--- src/rtl/instr_queue_if.sv ---
// Handshake bundle between the instruction fetch side, the prefetch queue and
// the control FSM that consumes decoded opcode/operand fields.
interface instr_queue_if #(
  parameter int OPCODE_W  = 4,
  parameter int OPERAND_W = 16,
  parameter int DEPTH     = 4
);
  localparam int IW = OPCODE_W + OPERAND_W;
  localparam int CW = $clog2(DEPTH + 1);

  logic                 flush;
  logic                 in_valid;
  logic                 in_ready;
  logic [IW-1:0]        in_data;
  logic                 out_valid;
  logic                 out_ready;
  logic [OPCODE_W-1:0]  opcode;
  logic [OPERAND_W-1:0] operand;
  logic [CW-1:0]        count;

  // Fetch/consumer side drives the requests, the queue answers.
  modport master (
    output flush, in_valid, in_data, out_ready,
    input  in_ready, out_valid, opcode, operand, count
  );

  modport slave (
    input  flush, in_valid, in_data, out_ready,
    output in_ready, out_valid, opcode, operand, count
  );
endinterface

--- src/rtl/instr_queue.sv ---
// Stallable, flushable instruction prefetch queue: circular buffer of DEPTH
// words, oldest word presented split into opcode/operand (NOP when empty).
module instr_queue #(
  parameter int OPCODE_W  = 4,
  parameter int OPERAND_W = 16,
  parameter int DEPTH     = 4
) (
  input  logic          clk,
  input  logic          rst_n,
  instr_queue_if.slave  bus
);
  localparam int IW = OPCODE_W + OPERAND_W;
  localparam int CW = $clog2(DEPTH + 1);
  localparam int PW = $clog2(DEPTH);

  logic [IW-1:0] mem_q [DEPTH];
  logic [IW-1:0] mem_d [DEPTH];
  logic [PW-1:0] wr_ptr_q, wr_ptr_d;
  logic [PW-1:0] rd_ptr_q, rd_ptr_d;
  logic [CW-1:0] count_q, count_d;

  logic          full;
  logic          empty;
  logic          push;
  logic          pop;
  logic [IW-1:0] head;

  // Ready/valid depend only on the occupancy register, never on out_ready.
  assign full  = (count_q == CW'(DEPTH));
  assign empty = (count_q == '0);
  assign push  = bus.in_valid & ~full;
  assign pop   = bus.out_ready & ~empty;

  always_comb begin
    wr_ptr_d = wr_ptr_q;
    rd_ptr_d = rd_ptr_q;
    count_d  = count_q;
    if (bus.flush) begin
      wr_ptr_d = '0;
      rd_ptr_d = '0;
      count_d  = '0;
    end else begin
      if (push) wr_ptr_d = wr_ptr_q + PW'(1);
      if (pop)  rd_ptr_d = rd_ptr_q + PW'(1);
      case ({push, pop})
        2'b10:   count_d = count_q + CW'(1);
        2'b01:   count_d = count_q - CW'(1);
        default: count_d = count_q;
      endcase
    end
  end

  // Only the slot under wr_ptr changes; flushed pushes leave storage alone.
  for (genvar gi = 0; gi < DEPTH; gi++) begin : g_entry
    assign mem_d[gi] = (push && !bus.flush && (wr_ptr_q == PW'(gi)))
                       ? bus.in_data : mem_q[gi];
  end

  always_ff @(posedge clk) begin
    if (!rst_n) begin
      wr_ptr_q <= '0;
      rd_ptr_q <= '0;
      count_q  <= '0;
    end else begin
      wr_ptr_q <= wr_ptr_d;
      rd_ptr_q <= rd_ptr_d;
      count_q  <= count_d;
    end
  end

  // Entry contents carry no reset; they are only observed while counted valid.
  always_ff @(posedge clk) begin
    mem_q <= mem_d;
  end

  assign head          = mem_q[rd_ptr_q];
  assign bus.in_ready  = ~full;
  assign bus.out_valid = ~empty;
  assign bus.count     = count_q;
  assign bus.opcode    = empty ? '0 : head[IW-1:OPERAND_W];
  assign bus.operand   = empty ? '0 : head[OPERAND_W-1:0];
endmodule

--- src/flat_wrapper.sv ---
// flat-port wrapper written by rule: the top's interface ports become plain ports
module instr_queue_flat 
#(
  parameter int OPCODE_W  = 4,
  parameter int OPERAND_W = 16,
  parameter int DEPTH     = 4
)
  (clk, rst_n, bus_flush, bus_in_valid, bus_in_data, bus_out_ready, bus_in_ready, bus_out_valid, bus_opcode, bus_operand, bus_count);
  instr_queue_if #(.OPCODE_W(OPCODE_W), .OPERAND_W(OPERAND_W), .DEPTH(DEPTH)) bus_i ();
  input  logic clk;
  input  logic rst_n;
  input wire logic [$bits(bus_i.flush)-1:0] bus_flush;
  input wire logic [$bits(bus_i.in_valid)-1:0] bus_in_valid;
  input wire logic [$bits(bus_i.in_data)-1:0] bus_in_data;
  input wire logic [$bits(bus_i.out_ready)-1:0] bus_out_ready;
  output wire logic [$bits(bus_i.in_ready)-1:0] bus_in_ready;
  output wire logic [$bits(bus_i.out_valid)-1:0] bus_out_valid;
  output wire logic [$bits(bus_i.opcode)-1:0] bus_opcode;
  output wire logic [$bits(bus_i.operand)-1:0] bus_operand;
  output wire logic [$bits(bus_i.count)-1:0] bus_count;
  assign bus_i.flush = bus_flush;
  assign bus_i.in_valid = bus_in_valid;
  assign bus_i.in_data = bus_in_data;
  assign bus_i.out_ready = bus_out_ready;
  assign bus_in_ready = bus_i.in_ready;
  assign bus_out_valid = bus_i.out_valid;
  assign bus_opcode = bus_i.opcode;
  assign bus_operand = bus_i.operand;
  assign bus_count = bus_i.count;
  instr_queue #(.OPCODE_W(OPCODE_W), .OPERAND_W(OPERAND_W), .DEPTH(DEPTH)) u_core (.clk(clk), .rst_n(rst_n), .bus(bus_i));
endmodule
--- config.mk ---
export PLATFORM = sky130hd
export DESIGN_NAME = instr_queue_flat
export DESIGN_NICKNAME = d
export VERILOG_FILES = /design/src/rtl/instr_queue_if.sv /design/src/rtl/instr_queue.sv /design/src/flat_wrapper.sv
export SDC_FILE = /design/constraint.sdc
export NUM_CORES = 1
export LEC_CHECK = 0
export CAP_MARGIN = 20
export CORE_AREA = 3 3 70 98
export DETAILED_ROUTE_END_ITERATION = 7
export DIE_AREA = 0 0 73 101
export GPL_TIMING_DRIVEN = 0
export PLACE_DENSITY = 0.88
export SYNTH_ARGS = -nofsm -noshare
export SYNTH_HDL_FRONTEND = slang
export SYNTH_SLANG_ARGS = --single-unit
export TNS_END_PERCENT = 1
--- constraint.sdc ---
create_clock -name clk -period 5.2 [get_ports clk]
set_clock_uncertainty 0.2 [all_clocks]
set_input_delay 1.04 -clock clk [delete_from_list [all_inputs] [get_ports clk]]
set_output_delay 1.04 -clock clk [all_outputs]
set_load 0.03 [all_outputs]
# Word level (Yosys, flattened, before mapping)
# Index checks and enable logic that the tools add are counted.
# Widths: inputs -> output; s select.
dict set report classes {
  addsub 4
  n_mul 0
  div 0
  magnitude_cmp 1
  eq_ne 6
  shifts 0
  mux 6
  bitwise_logic 6
  reduce_logical 10
}
# op n
set op_table {}
lappend op_table {{$bmux 20 s2} 1}
lappend op_table {{$mux 20} 2}
lappend op_table {{$mux 16} 1}
lappend op_table {{$eq 2x2->1 const B} 3}
lappend op_table {{$pmux 3 s2} 1}
lappend op_table {{$logic_and 1x1->1} 5}
lappend op_table {{$add 2x1->2 const B} 2}
lappend op_table {{$eq 2x1->1 const B} 2}
lappend op_table {{$mux 4} 1}
lappend op_table {{$add 3x1->3 const B} 1}
lappend op_table {{$eq 3x3->1 const B} 1}
lappend op_table {{$ge 3x3->1 const B} 1}
lappend op_table {{$logic_not 3->1} 1}
lappend op_table {{$not 1->1} 3}
lappend op_table {{$not 2->3} 1}
lappend op_table {{$sub 3x1->3 const B} 1}
lappend op_table {{$and 1x1->1} 2}
lappend op_table {{$logic_not 2->1} 1}
lappend op_table {{$reduce_bool 2->1} 1}
lappend op_table {{$reduce_or 2->1} 1}
lappend op_table {{$logic_not 1->1} 1}
dict set report word_totals {
  ff_bits 87
  latchBits 0
  ram_bits 0
  romBits 0
  input_bits 25
  word_cells 40
  n_memories 0
}

# Depth between registers and ports, before layout
# Gate-level depths: netlist of the first run.
dict set report depth {
  depth_word 5
  mapped_depth 9
  depth_no_buf 9
}

# Worst setup path before layout of the first run
# OpenSTA, ideal clock, no wires.
dict set report synth_timing {
  kind {input -> register}
  from {input bus_in_valid}
  to {register u_core.mem_q[20] in the netlist's numbering (enable)}
  arrival_ns 2.704
  slack_ns 1.870
  path_stages 2
  n_path_buf 0
  path_cell_list {nand2_1 -> nor3b_1}
}
dict set report synth_between {
  elab_chain_cells 3
}
# element line_no
set synth_rtl {}
lappend synth_rtl {{start: declaration} flat_wrapper.sv:13} ;# input wire logic [$bits(bus_i.in_valid)-1:0] bus_in_valid;
lappend synth_rtl {{$and 1x1->1} instr_queue.sv:31} ;# assign push = bus.in_valid & ~full;
lappend synth_rtl {{$logic_and 1x1->1 (2 in series)} instr_queue.sv:55} ;# assign mem_d[gi] = (push && !bus.flush && (wr_ptr_q == PW'(gi)))
lappend synth_rtl {{end signal: assignment} instr_queue.sv:73} ;# mem_q <= mem_d;
lappend synth_rtl {{end: declaration} instr_queue.sv:16} ;# logic [IW-1:0] mem_q [DEPTH];
# No other way between the ends.
# A chain may end at the register's enable or synchronous reset.

# Worst setup path after layout of the first run
dict set report layout_timing {
  from {register u_core.rd_ptr_q[0]}
  to {output bus_opcode[2]}
}
dict set report layout_between {
  elab_chain_cells 5
}
# element line_no
set layout_rtl {}
lappend layout_rtl {{start: declaration} instr_queue.sv:19} ;# logic [PW-1:0] rd_ptr_q, rd_ptr_d;
lappend layout_rtl {{start signal: assignment} instr_queue.sv:66} ;# rd_ptr_q <= rd_ptr_d;
lappend layout_rtl {{$not 2->3 (implied by the code)} instr_queue.sv:76} ;# assign head = mem_q[rd_ptr_q];
lappend layout_rtl {{$bmux 20 s2} instr_queue.sv:76}
lappend layout_rtl {{$mux 20 (implied by the code) (2 in series)} instr_queue.sv:76}
lappend layout_rtl {{$mux 4} instr_queue.sv:80} ;# assign bus.opcode = empty ? '0 : head[IW-1:OPERAND_W];
lappend layout_rtl {{end: declaration} flat_wrapper.sv:18} ;# output wire logic [$bits(bus_i.opcode)-1:0] bus_opcode;
# No other way between the ends. The select of a mux whose other input is x is not followed.

==> results by stage, run 1 <==
Status:
- The flow ran to the end, and the final reports show no timing, DRC or antenna violations.

Floorplanning:
- The die is roughly 73 um wide.
- The vertical extent of the die is a little over 100 um.
- The number of rows in the core area is 34.
- The effective utilization at floorplan is between 50% and 60%.
- The floorplan step defined a core boundary enclosing a little over 6000 um^2.
- The floorplan step defined a die boundary enclosing around 7400 um^2.
- During I/O placement, the number of pins put on the boundary was 50.

Drt:
- The via count normalized by instance count is between 5 and 6.
- In the routed design, unresolved DRC markers number 0.
- The detail route stage leaves a number of antenna-violating nets equal to 0.
- In the final routed layout, each cell accounts on average for around 19 um.
- The final route contains ~1800 vias.
- The final layout contains routed wiring with a total length of ~6000 um.
- The first routing iteration left approximately 120 violations.
- The first detailed-routing pass ran for 4 iterations.

Yosys:
- The most instantiated library cell after synthesis is edfxtp_1.
- The top cell type by area accounts for a little over two thirds of the synthesized area.
- Summed over all instances, the cell type with the most area after synthesis is edfxtp_1.
- In the synthesized netlist, the number of instances is approximately 180.
- After synthesis, the most frequently instantiated cells are edfxtp_1, nor2b_1, mux4_2, dfxtp_1, inv_1.
- The net count of the mapped netlist is 209.
- The async set-or-reset flop fraction in the synthesized netlist is 0%.
- The synthesized area is approximately 3500 um^2.
- The most used flip-flop cell after synthesis is edfxtp_1.
- The number of enable flip-flop cells after synthesis is 80.
- The synthesized design contains a little under 90 register bits.
- For this run, the register share of the synthesized area comes to roughly three quarters.
- A synthesized cell averages between 15 and 20 um^2.
- By area the synthesized netlist is led by edfxtp_1, mux4_2, dfxtp_1.
- The count of distinct cell types in the synthesized netlist is 24.
- The count of yosys warnings during synthesis is 0.

Global routing:
- Entering global routing, the biggest net connects 16 pins.
- The via count of the first global-routing pass is about 1900.
- The first-pass GRT wire length is roughly 9500 um.
- The initial antenna violation count came to 0.
- The global route total overflow is 0.
- Global routing used between 15 and 20% of the available tracks.

STA:
- The number of hold-slack violations in the final timing report is 0.
- The headroom to the max-slew limit is 32.21%.
- For the pin with the worst max-slew slack, the measured transition is 1.012 ns.
- The worst setup margin is ~1.7 ns.
- Derived from the worst setup path, the maximum achievable clock frequency is between 200 and 300 MHz.
- The final cycle utilization of the critical path is 67.67%.
- Setup violations remaining at the end of the flow were counted as 0.
- Adding up every negative setup slack in the final design gives 0 ns.
- Setup repair after global routing left no endpoint under its margin.
- The count of final max-slew check failures came to 0.
- For the finished layout, the period the worst path requires is about 3.5 ns.

Clock network:
- The later pin in the worst-skew pair is clocked with a latency of 0.35 ns.
- The number of setup buffers added after CTS is 0.
- Post-CTS repair changed the size of 0 cells.
- In this run, CTS created clock tree buffers numbering 9.
- The TritonCTS clock tree is built.
- The number of levels in the clock H-tree is 3.
- The clock passes through at most 2 buffers.
- The tree is rooted in a clkbuf_8.
- In this run, post-CTS hold repair placed 0 buffers.
- The CTS clock-pin slew for the worst setup and hold paths is 0.08 ns.
- Clock tree synthesis found a total of 87 sinks.

Placed design:
- The post-place setup slack is approximately 1.7 ns.
- The final HPWL from detailed placement is ~4200 um.
- The number of input and output port buffers inserted is 49.
- At the end of routability-driven placement, the weighted congestion stood at around 0.75.

Layout:
- The core occupancy in the finished layout is 70.73%.
- Compared with the post-synthesis result, the final layout area differs by 25.93%.
- The number of antenna diodes in the final layout is 0.
- The number of nets at the end of the flow is 274.
- The fraction of layout cells with a size suffix above 1 is 20.97%.

Power:
- VDD sags by at most between 0.2 and 0.25 mV.
- The analysis attributes to cell leakage a power of roughly 1.4 nW.
- The power density over cell area is roughly 330 nW/um^2.

Worst setup path:
- The highest net fanout along the worst path is 10.
- The critical path endpoint category is an output pin.
- The type of the worst setup path is flop to output pin.
- The biggest cell delay along the critical path is ~0.61 ns.
- At the worst endpoint, the required time is between 3 and 4 ns.
- Walking the worst path, the cells encountered are buf_6 > mux4_2 > nor2b_1 > clkdlybuf4s50_1.
- For the worst setup path, the data arrival time is between 2 and 2.5 ns.
- The worst setup path is launched from a flop.
- The library cell contributing the largest single delay on the critical path is clkdlybuf4s50_1.

Hold path:
- The classification of the worst-slack hold path is flop to flop.

Job:
- The max-cap check violation count is 0.
-- sequential cells by signal (all words and copies together), names as in the netlist --
name	count
u_core.mem_q	80
u_core.rd_ptr_q	2
u_core.bus.count	3
u_core.wr_ptr_q	2
-- kinds of logic after synthesis --
kind of cell | Yosys count | synth area share [%]
XOR/XNOR | 3 | 0.7585
AND/OR/NAND/NOR | 37 | 6.536
AO/OA/AOI/OAI | 10 | 1.516
flip-flops | 87 | 73.38
adder cells (fa/ha/maj) | 6 | 2.384
multiplexers | 20 | 13.22
buffers and inverters | 15 | 2.203
-- power breakdown --
part           leakage (nW)  internal [W]  switching [W]  total (W)
clock                 0.112      0.000319       0.000232   0.000551
combinational         0.515     0.0000579      0.0000641   0.000122
sequential            0.783      0.000775     0.00000459   0.000780
total                  1.41       0.00115       0.000300    0.00145
-- final timing paths --
check                              startpoint  slack, ns  depth (start not counted)                                to
max           u_core.rd_ptr_q[0]$_SDFFE_PP0N_       1.68                          4                     bus_opcode[2]
min           u_core.wr_ptr_q[0]$_SDFFE_PP0N_       0.33                          2   u_core.wr_ptr_q[0]$_SDFFE_PP0N_
max reg2reg  u_core.bus.count[2]$_SDFFE_PP0P_       2.51                          9  u_core.bus.count[2]$_SDFFE_PP0P_
min reg2reg   u_core.wr_ptr_q[0]$_SDFFE_PP0N_       0.33                          2   u_core.wr_ptr_q[0]$_SDFFE_PP0N_
-- metrics by stage --
stage / power [W] / instances / hold slack (ns) / area (um^2)
final: 0.001453 / 320 / 0.3304 / 4363
after global routing: 0.001499 / 320 / 0.3582 / 4363
after CTS: 0.001463 / 320 / 0.3298 / 4363
after detailed placement: 0.0009190 / 304 / 0.3187 / 4118
after global placement: 0.0009125 / 299 / 0.2999 / 4045
after floorplan: 0.0008582 / 178 / 0.2837 / 3465
-- worst max-delay path: cells and delay by family (launching register included) --
family / cells / cell delay, ns
AND/OR/NAND/NOR: 1 / 0.16
multiplexers: 1 / 0.51
flip-flops: 1 / 0.42
buffers and inverters: 2 / 0.83
-- cell usage in the layout (no fill, tap or decap), types with 2 or more instances in the layout --
cell             Yosys  layout
ha_1                 5       5
inv_1                7       7
buf_2                4       4
clkbuf_8             0       9
nor2_1               4       4
clkinvlp_4           0       3
clkdlybuf4s50_1      0      49
a21oi_1              5       5
mux4_1               2       2
edfxtp_1            80      80
mux4_2              18      18
nor3b_2              0       4
o21ai_0              3       3
buf_6                2       6
inv_2                2       2
dfxtp_1              7       7
or3_1                2       2
nand3_1              2       2
nor2b_1             20      20
bufinv_16            0       3
xor2_1               3       3
-- layout make-up --
cell class | instances | area [um^2]
fill | 392 | 1805
buffer | 6 | 42.54
tap | 72 | 90.09
timing repair buffer | 54 | 543.0
clock buffer | 9 | 123.9
sequential | 87 | 2542
inverter | 9 | 33.78
multi-input combinational | 76 | 865.8
clock inverter | 7 | 121.4
-- layer usage --
| layer | GRT usage, % | up-vias | wire (um) |
|---|---|---|---|
| li1 | - | 828 | - |
| met1 | 20.65 | 904 | 2285 |
| met2 | 30.39 | 60 | 3211 |
| met3 | 4.491 | 15 | 307 |
| met4 | 9.801 | 0 | 179 |
| met5 | 0 | - | 0 |
Note: power is estimated with default switching activity, not from simulation.
==> run 2, diff against run 1 <==
--- a/config.mk
+++ b/config.mk
@@ -6,11 +6,11 @@
 export NUM_CORES = 1
 export LEC_CHECK = 0
 export CAP_MARGIN = 20
-export CORE_AREA = 3 3 70 98
+export CORE_AREA = 3 3 76 107
 export DETAILED_ROUTE_END_ITERATION = 7
-export DIE_AREA = 0 0 73 101
+export DIE_AREA = 0 0 79 110
 export GPL_TIMING_DRIVEN = 0
-export PLACE_DENSITY = 0.88
+export PLACE_DENSITY = 0.79
 export SYNTH_ARGS = -nofsm -noshare
 export SYNTH_HDL_FRONTEND = slang
 export SYNTH_SLANG_ARGS = --single-unit
==> constraint.sdc (replaced) <==
create_clock -name clk -period 3 [get_ports clk]
set_clock_uncertainty 0.2 [all_clocks]
set_input_delay 0.6 -clock clk [delete_from_list [all_inputs] [get_ports clk]]
set_output_delay 0.6 -clock clk [all_outputs]
set_load 0.03 [all_outputs]
==> run 2 against run 1 <==
- design area about the same
- clock power increased by 49%
- sequential power increased by 73%
- largest cell class unchanged
- highest routed layer unchanged
==> results by stage, run 2 (synthesis gave the netlist of run 1 again) <==
Drt:
- The average routed wire per standard cell is 17.29 um (-7.5%).
- The first-iteration detailed-routing DRC count was 96 (-21%).
- The via count of the routed design is 1785 (-1.2%).
- The final routed wirelength across all metal layers is 5998 um (+0.25%).
- The number of iterations in the first detailed-routing pass is 4 (unchanged).
- The number of design rule violations left after detail routing came to 0 (unchanged).
- The post-detailed-route count of antenna-violating nets is 0 (unchanged).
- The via count normalized by instance count is 5.144 (-8.9%).

Power:
- The static leakage is 1.518 nW (+7.6%).
- The peak ir drop on the vdd network is 0.3856 mV (+60%).
- The power density over cell area is 543.7 nW/um^2 (+63%).
- The total power of the final layout is 0.002373 W (+63%).

Placed design:
- The cell area after placement is 4175 um^2 (+1.4%).
- The weighted congestion reported at the end of routability-driven placement was 0.6314 (-15%).
- The final HPWL from detailed placement is 4380 um (+3.2%).
- The number of input and output port buffers inserted is 49 (unchanged).

Worst setup path:
- The kind of cell with the highest combined delay along the critical path is buffers and inverters.
- The required time at the endpoint of the critical path is 2.20 ns (-1.76 ns).
- The worst setup path is launched from a flop.
- The worst setup path is captured at an output pin.
- The critical path goes through buf_6 > mux4_2 > nor2b_1 > dlygate4sd2_1.
- The biggest cell delay along the critical path is 0.52 ns (-0.09 ns).
- The buffers plus inverters on the worst setup path is 2 (unchanged).
- The highest net fanout along the worst path is 10 (unchanged).
- The library cell contributing the largest single delay on the critical path is mux4_2.
- The critical path in this run is classified as flop to output pin.
- The signal arrival time at the worst endpoint came to 2.08 ns (-0.20 ns).

Clock network:
- The number of clock sinks came to 87 (unchanged).
- The number of buffers inserted by post-CTS setup repair is 0 (unchanged).
- The clock tree buffer depth is 2 (unchanged).
- The clock network latency to the later pin of the worst-skew pair came to 0.35 ns (about the same).
- The CTS clock-pin slew for the worst setup and hold paths is 0.08 ns (about the same).
- The tree is rooted in a clkbuf_8.
- TritonCTS built the clock tree.
- The number of levels in the clock H-tree is 3 (unchanged).
- The number of buffers created by CTS came to 9 (unchanged).

STA:
- The worst hold slack is 0.3335 ns (+0.003056 ns).
- The minimum clock period is between 2 and 3 ns.
- The number of endpoints failing setup at the final stage is 0 (unchanged).
- The final-layout setup total negative slack is 0 ns (unchanged).
- The slew at the pin closest to its max-slew limit is 1.032 ns (+0.01926 ns).
- The number of hold-slack violations in the final timing report is 0 (unchanged).
- The timing-limited maximum frequency is 347.3 MHz.
- The count of final max-slew check failures was 0 (unchanged).
- Setup repair after global routing left no endpoint under its margin.
- The worst path uses approximately 96% of the clock period.
- The headroom to the max-slew limit came to 30.92% (-1.3 points).

Hold path:
- The min-delay analysis places its worst path in the category flop to flop.

Floorplanning:
- The boundary pin count came to 50 (unchanged).
- The die boundary width is 79 um (+8.2%).
- The vertical extent of the die is 110 um (+8.9%).
- The number of rows in the core area is 37 (+8.8%).
- The die outline area is 8690 um^2 (+18%).
- The standard cell core area is 7315 um^2 (+19%).
- The effective utilization at floorplan came to 47.37% (-8.8 points).

Layout:
- The number of flip-flops under the largest register name is 80 (unchanged).
- The core occupancy in the finished layout came to 59.68% (-11 points).
- The top cell types in the final layout, fill and taps aside, are edfxtp_1, clkdlybuf4s50_1, nor2b_1.
- The total inserted antenna cells is 0 (unchanged).
- The post-route cell area is 4365 um^2 (about the same).
- The register with the most flip-flops in the final layout is u_core.mem_q.
- The fraction of layout cells with a size suffix above 1 is 22.00% (+1.0 points).
- Leaving out fill and tap cells, the most frequent cell in the layout is edfxtp_1.
- The fill cell total of the finished layout is 563 (+44%).
- The number of nets at the end of the flow is 276 (+0.73%).
- The area growth from synthesis to layout was 26.00% (about the same).

Global routing:
- The pin count of the biggest net entering global routing came to 17 (+1).
- The via count of the first global-routing pass is 1898 (+1.6%).
- The first-pass GRT wire length is 9618 um (+1.5%).
- The global route total overflow is 0 (unchanged).
- The overall global routing resource usage is 15.41% (-2.6 points).
- The initial antenna violation count is 0 (unchanged).

Status:
- The run finished with clean final reports.

Job:
- The max-cap check violation count was 0 (unchanged).
run 2: changes by cell type in the layout (fill, tap and decap cells not counted):
cell,delta
clkdlybuf4s50_1,-20
dlygate4sd2_1,+18
buf_6,+3
bufinv_16,-2
dlymetal6s2s_1,+2
inv_6,+2
buf_4,-1
nor3_1,-1
nor3_2,+1
run 2: power breakdown:
group | total [W] | internal (W) | switching (W)
logic | 0.000201 | 0.0000903 | 0.000111
registers | 0.00135 | 0.00134 | 0.00000832
clock network | 0.000821 | 0.000391 | 0.000430
total | 0.00237 | 0.00182 | 0.000549
run 2: worst reg2reg max path: cells and delay by family (launching register included):
| family | cells | cell delay [ns] |
|---|---|---|
| compound gates | 1 | 0.14 |
| xor+xnor | 1 | 0.16 |
| fa+ha+maj | 2 | 0.61 |
| buf+inv | 2 | 0.17 |
| flops | 1 | 0.43 |
| simple gates | 3 | 0.92 |
run 2: path summary, 6_finish.rpt:
path,startpoint,endpoint,slack [ns],depth (start not counted)
hold / removal,u_core.wr_ptr_q[1]$_SDFFE_PP0N_,u_core.wr_ptr_q[1]$_SDFFE_PP0N_,0.33,2
setup / recovery,u_core.rd_ptr_q[0]$_SDFFE_PP0N_,bus_operand[13],0.12,4
hold reg to reg,u_core.wr_ptr_q[1]$_SDFFE_PP0N_,u_core.wr_ptr_q[1]$_SDFFE_PP0N_,0.33,2
setup reg to reg,u_core.bus.count[2]$_SDFFE_PP0P_,u_core.bus.count[2]$_SDFFE_PP0P_,0.32,9
run 2: metrics by stage:
step	setup WS [ns]	std cells
final	0.1205	347
after global routing	0.02478	347
after CTS	0.05014	347
after detailed placement	-0.01901	331
after global placement	-1.552	324
after floorplan	-0.2208	178
run 2: layout make-up:
class	count	area, um^2	area share (%)
Multi-Input combinational cell	76	870.8	19.95
Buffer	6	42.54	0.9745
Clock buffer	9	123.9	2.837
Sequential cell	87	2542	58.24
Inverter	9	33.78	0.7739
Clock inverter	7	78.83	1.806
Tap cell	97	121.4	2.780
Timing Repair Buffer	56	551.8	12.64
run 2: layer usage:
metal	GRT usage, %	up-vias	part of all wire (%)
met4	9.582	0	2.8
met2	27.35	41	54
met1	16.86	905	38
li1	-	830	-
met3	3.089	9	4.3
met5	0	-	0
run 2: repair_timing:
item	CTS	global route
cloned	0	0
endpoints found under the setup margin	20	2
gates resized for setup	19	2
hold buffers	0	0
==> run 3, diff against run 2 <==
--- a/config.mk
+++ b/config.mk
@@ -5,10 +5,10 @@
 export SDC_FILE = /design/constraint.sdc
 export NUM_CORES = 1
 export LEC_CHECK = 0
-export CAP_MARGIN = 20
-export CORE_AREA = 3 3 76 107
+export ABC_CLOCK_PERIOD_IN_PS = 3000
+export CORE_AREA = 3 3 106 78
 export DETAILED_ROUTE_END_ITERATION = 7
-export DIE_AREA = 0 0 79 110
+export DIE_AREA = 0 0 109 81
 export GPL_TIMING_DRIVEN = 0
 export PLACE_DENSITY = 0.79
 export SYNTH_ARGS = -nofsm -noshare
==> run 3 against run 2 <==
- design area is 0.34% lower
- sequential share of layout area increased by 0.20 points
- highest routed layer unchanged
- die area rose by 1.6%
- non-clock buffer count unchanged
- flip-flop and latch count unchanged
- combinational power up 2%
- via count is 0.22% lower
- sequential power is essentially flat
- wire length increased by 0.57%
==> results by stage, run 3 (synthesis gave the netlist of run 1 again) <==
Worst setup path:
- The highest net fanout along the worst path was 10 (unchanged).
- The type of the worst setup path is flop to output pin.
- The buffers plus inverters on the worst setup path is 2 (unchanged).
- The required time at the endpoint of the critical path was 2.20 ns (about the same).
- The signal arrival time at the worst endpoint is 2.04 ns (-0.04 ns).
- The worst setup path is captured at an output pin.
- The critical path goes through buf_6 > mux4_2 > nor2b_1 > dlygate4sd2_1.
- The biggest cell delay along the critical path is 0.50 ns (-0.02 ns).
- The family of cells with the greatest summed delay on the critical path is buffers and inverters.
- The library cell contributing the largest single delay on the critical path is mux4_2.
- The element type at the critical path start is a flop.

STA:
- The number of endpoints failing setup at the final stage was 0 (unchanged).
- The final-layout setup total negative slack is 0 ns (unchanged).
- The final cycle utilization of the critical path was 94.55% (-1.4 points).
- The minimum clock period is 2.836 ns (-0.04311 ns).
- The timing-limited maximum frequency is 352.6 MHz (+1.5%).
- The headroom to the max-slew limit is 39.44% (+8.5 points).
- Setup repair after global routing left no endpoint under its margin.
- The number of hold-slack violations in the final timing report was 0 (unchanged).
- The count of final max-slew check failures is 0 (unchanged).
- The slew at the pin closest to its max-slew limit is 0.9045 ns (-0.1272 ns).

Clock network:
- Clock tree synthesis selected as its root buffer the cell clkbuf_8.
- The number of clock sinks is 87 (unchanged).
- The number of levels in the clock H-tree was 3 (unchanged).
- The cts-stage hold buffer count is 0 (unchanged).
- The number of buffers created by CTS is 9 (unchanged).
- The TritonCTS clock tree is built.
- The clock tree buffer depth is 2 (unchanged).
- The CTS clock-pin slew for the worst setup and hold paths is 0.09 ns (about the same).
- The number of buffers inserted by post-CTS setup repair is 0 (unchanged).
- The clock network latency to the later pin of the worst-skew pair was 0.35 ns (about the same).

Placed design:
- The final HPWL from detailed placement is 4435 um (+1.3%).
- The number of input and output port buffers inserted was 49 (unchanged).
- The weighted congestion reported at the end of routability-driven placement came to 0.7174 (+14%).
- The cell area after placement is 4180 um^2 (+0.12%).
- The number of placed instances with taps included is 332 (+0.30%).

Floorplanning:
- The number of rows in the core area is 26 (-30%).
- The die boundary width is 109 um (+38%).
- The boundary pin count was 50 (unchanged).
- The effective utilization at floorplan came to 47.76% (+0.39 points).
- The vertical extent of the die is 81 um (-26%).
- The standard cell core area is 7254 um^2 (-0.82%).
- The die outline area is 8829 um^2 (+1.6%).

Hold path:
- The classification of the worst-slack hold path is flop to flop.

Layout:
- The fraction of layout cells with a size suffix above 1 came to 22.00% (unchanged).
- u_core.mem_q holds more flip-flops than any other register.
- Leaving out fill and tap cells, the most frequent cell in the layout is edfxtp_1.
- The number of flip-flops under the largest register name is 80 (unchanged).
- The total area of multi-input combinational cells is 870.8 um^2 (unchanged).
- The post-route cell area was 4350 um^2 (-0.34%).
- The fill cell total of the finished layout is 550 (-2.3%).
- The final standard cell count with taps included and fillers excluded is 348 (+0.29%).
- The area growth from synthesis to layout is 25.57%.
- The number of nets at the end of the flow was 276 (unchanged).
- In the layout the commonest cells are edfxtp_1, clkdlybuf4s50_1, nor2b_1.
- The total area of sequential cells is 2542 um^2 (unchanged).
- The total inserted antenna cells is 0 (unchanged).

Global routing:
- The first-pass GRT wire length is 9666 um (+0.50%).
- The global route total overflow is 0 (unchanged).
- The pin count of the biggest net entering global routing is 17 (unchanged).
- The overall global routing resource usage is 15.25% (-0.16 points).
- The initial antenna violation count is 0 (unchanged).
- The via count of the first global-routing pass came to 1849 (-2.6%).

Drt:
- The number of design rule violations left after detail routing was 0 (unchanged).
- The post-detailed-route count of antenna-violating nets is 0 (unchanged).
- The number of iterations in the first detailed-routing pass is 4 (unchanged).
- The average routed wire per standard cell was 17.33 um (+0.28%).
- The final routed wirelength across all metal layers is 6032 um (+0.57%).
- The via count normalized by instance count was 5.118 (-0.51%).
- The first-iteration detailed-routing DRC count came to 106 (+10%).
- The via count of the routed design is 1781 (-0.22%).

Power:
- The power density over cell area is 522.7 nW/um^2 (-3.9%).
- The static leakage is 1.513 nW (-0.36%).
- The peak ir drop on the vdd network is 0.2045 mV (-47%).

Status:
- The flow ran to the end, and the final reports show no timing, DRC or antenna violations.

Job:
- The max-cap check violation count is 0 (unchanged).
==> run 3: cell count changes in the layout (fill, tap and decap cells not counted), sizes merged <==
cell,change
clkinv,+3
bufinv,-1
clkinvlp,-1
inv,-1
==> run 3: final timing paths <==
kind,start,to,slack [ns],depth (start not counted)
max,u_core.rd_ptr_q[0]$_SDFFE_PP0N_,bus_opcode[1],0.16,4
min,u_core.wr_ptr_q[1]$_SDFFE_PP0N_,u_core.wr_ptr_q[1]$_SDFFE_PP0N_,0.35,2
max reg2reg,u_core.bus.count[2]$_SDFFE_PP0P_,u_core.bus.count[2]$_SDFFE_PP0P_,0.28,9
min reg2reg,u_core.wr_ptr_q[1]$_SDFFE_PP0N_,u_core.wr_ptr_q[1]$_SDFFE_PP0N_,0.35,2
==> run 3: layout make-up <==
| class | count | share of cell area (%) |
|---|---|---|
| Buffer | 6 | 0.9779 |
| Clock buffer | 9 | 2.847 |
| Clock inverter | 7 | 1.352 |
| Inverter | 9 | 0.7765 |
| Multi-Input combinational cell | 76 | 20.02 |
| Sequential cell | 87 | 58.44 |
| Tap cell | 98 | 2.819 |
| Timing Repair Buffer | 56 | 12.77 |
==> run 3: stage by stage <==
stage	setup slack, ns	total power (W)	hold WS (ns)	utilization (%)
2_1_floorplan	-0.2208	0.001488	0.2837	-
3_3_place_gp	-1.501	0.001586	0.3098	56.21
3_5_place_dp	0.06258	0.001598	0.3176	57.62
4_1_cts	0.05373	0.002298	0.3375	59.90
5_1_grt	0.04365	0.002369	0.3742	59.97
6_report	0.1636	0.002274	0.3476	59.97
==> run 3: power breakdown <==
group | switching, W | internal (W) | leakage, nW
Clock | 0.000409 | 0.000308 | 0.0860
Sequential | 0.00000870 | 0.00134 | 0.783
Combinational | 0.000114 | 0.0000917 | 0.643
Total | 0.000531 | 0.00174 | 1.51
==> run 3: per-layer routing <==
| layer | share of wire, % | routed length [um] | global-route usage [%] |
|---|---|---|---|
| met2 | 49 | 2976 | 24.51 |
| met3 | 6.5 | 390 | 5.719 |
| met1 | 43 | 2602 | 19.56 |
| met4 | 1.0 | 62 | 4.540 |
| met5 | 0 | 0 | 0 |
==> run 3: worst register-to-register path: cells and delay by family, from the launching register on <==
| kind | cells | cell delay [ns] |
|---|---|---|
| flops | 1 | 0.43 |
| compound gates | 1 | 0.14 |
| fa+ha+maj | 2 | 0.63 |
| xor+xnor | 1 | 0.16 |
| buf+inv | 2 | 0.17 |
| simple gates | 3 | 0.94 |
==> run 3: timing repair <==
| action | CTS | global route |
|---|---|---|
| hold endpoints to repair | 0 | 0 |
| gates resized for setup | 19 | 2 |
| setup endpoints to repair | 20 | 2 |
| cloned | 0 | 0 |
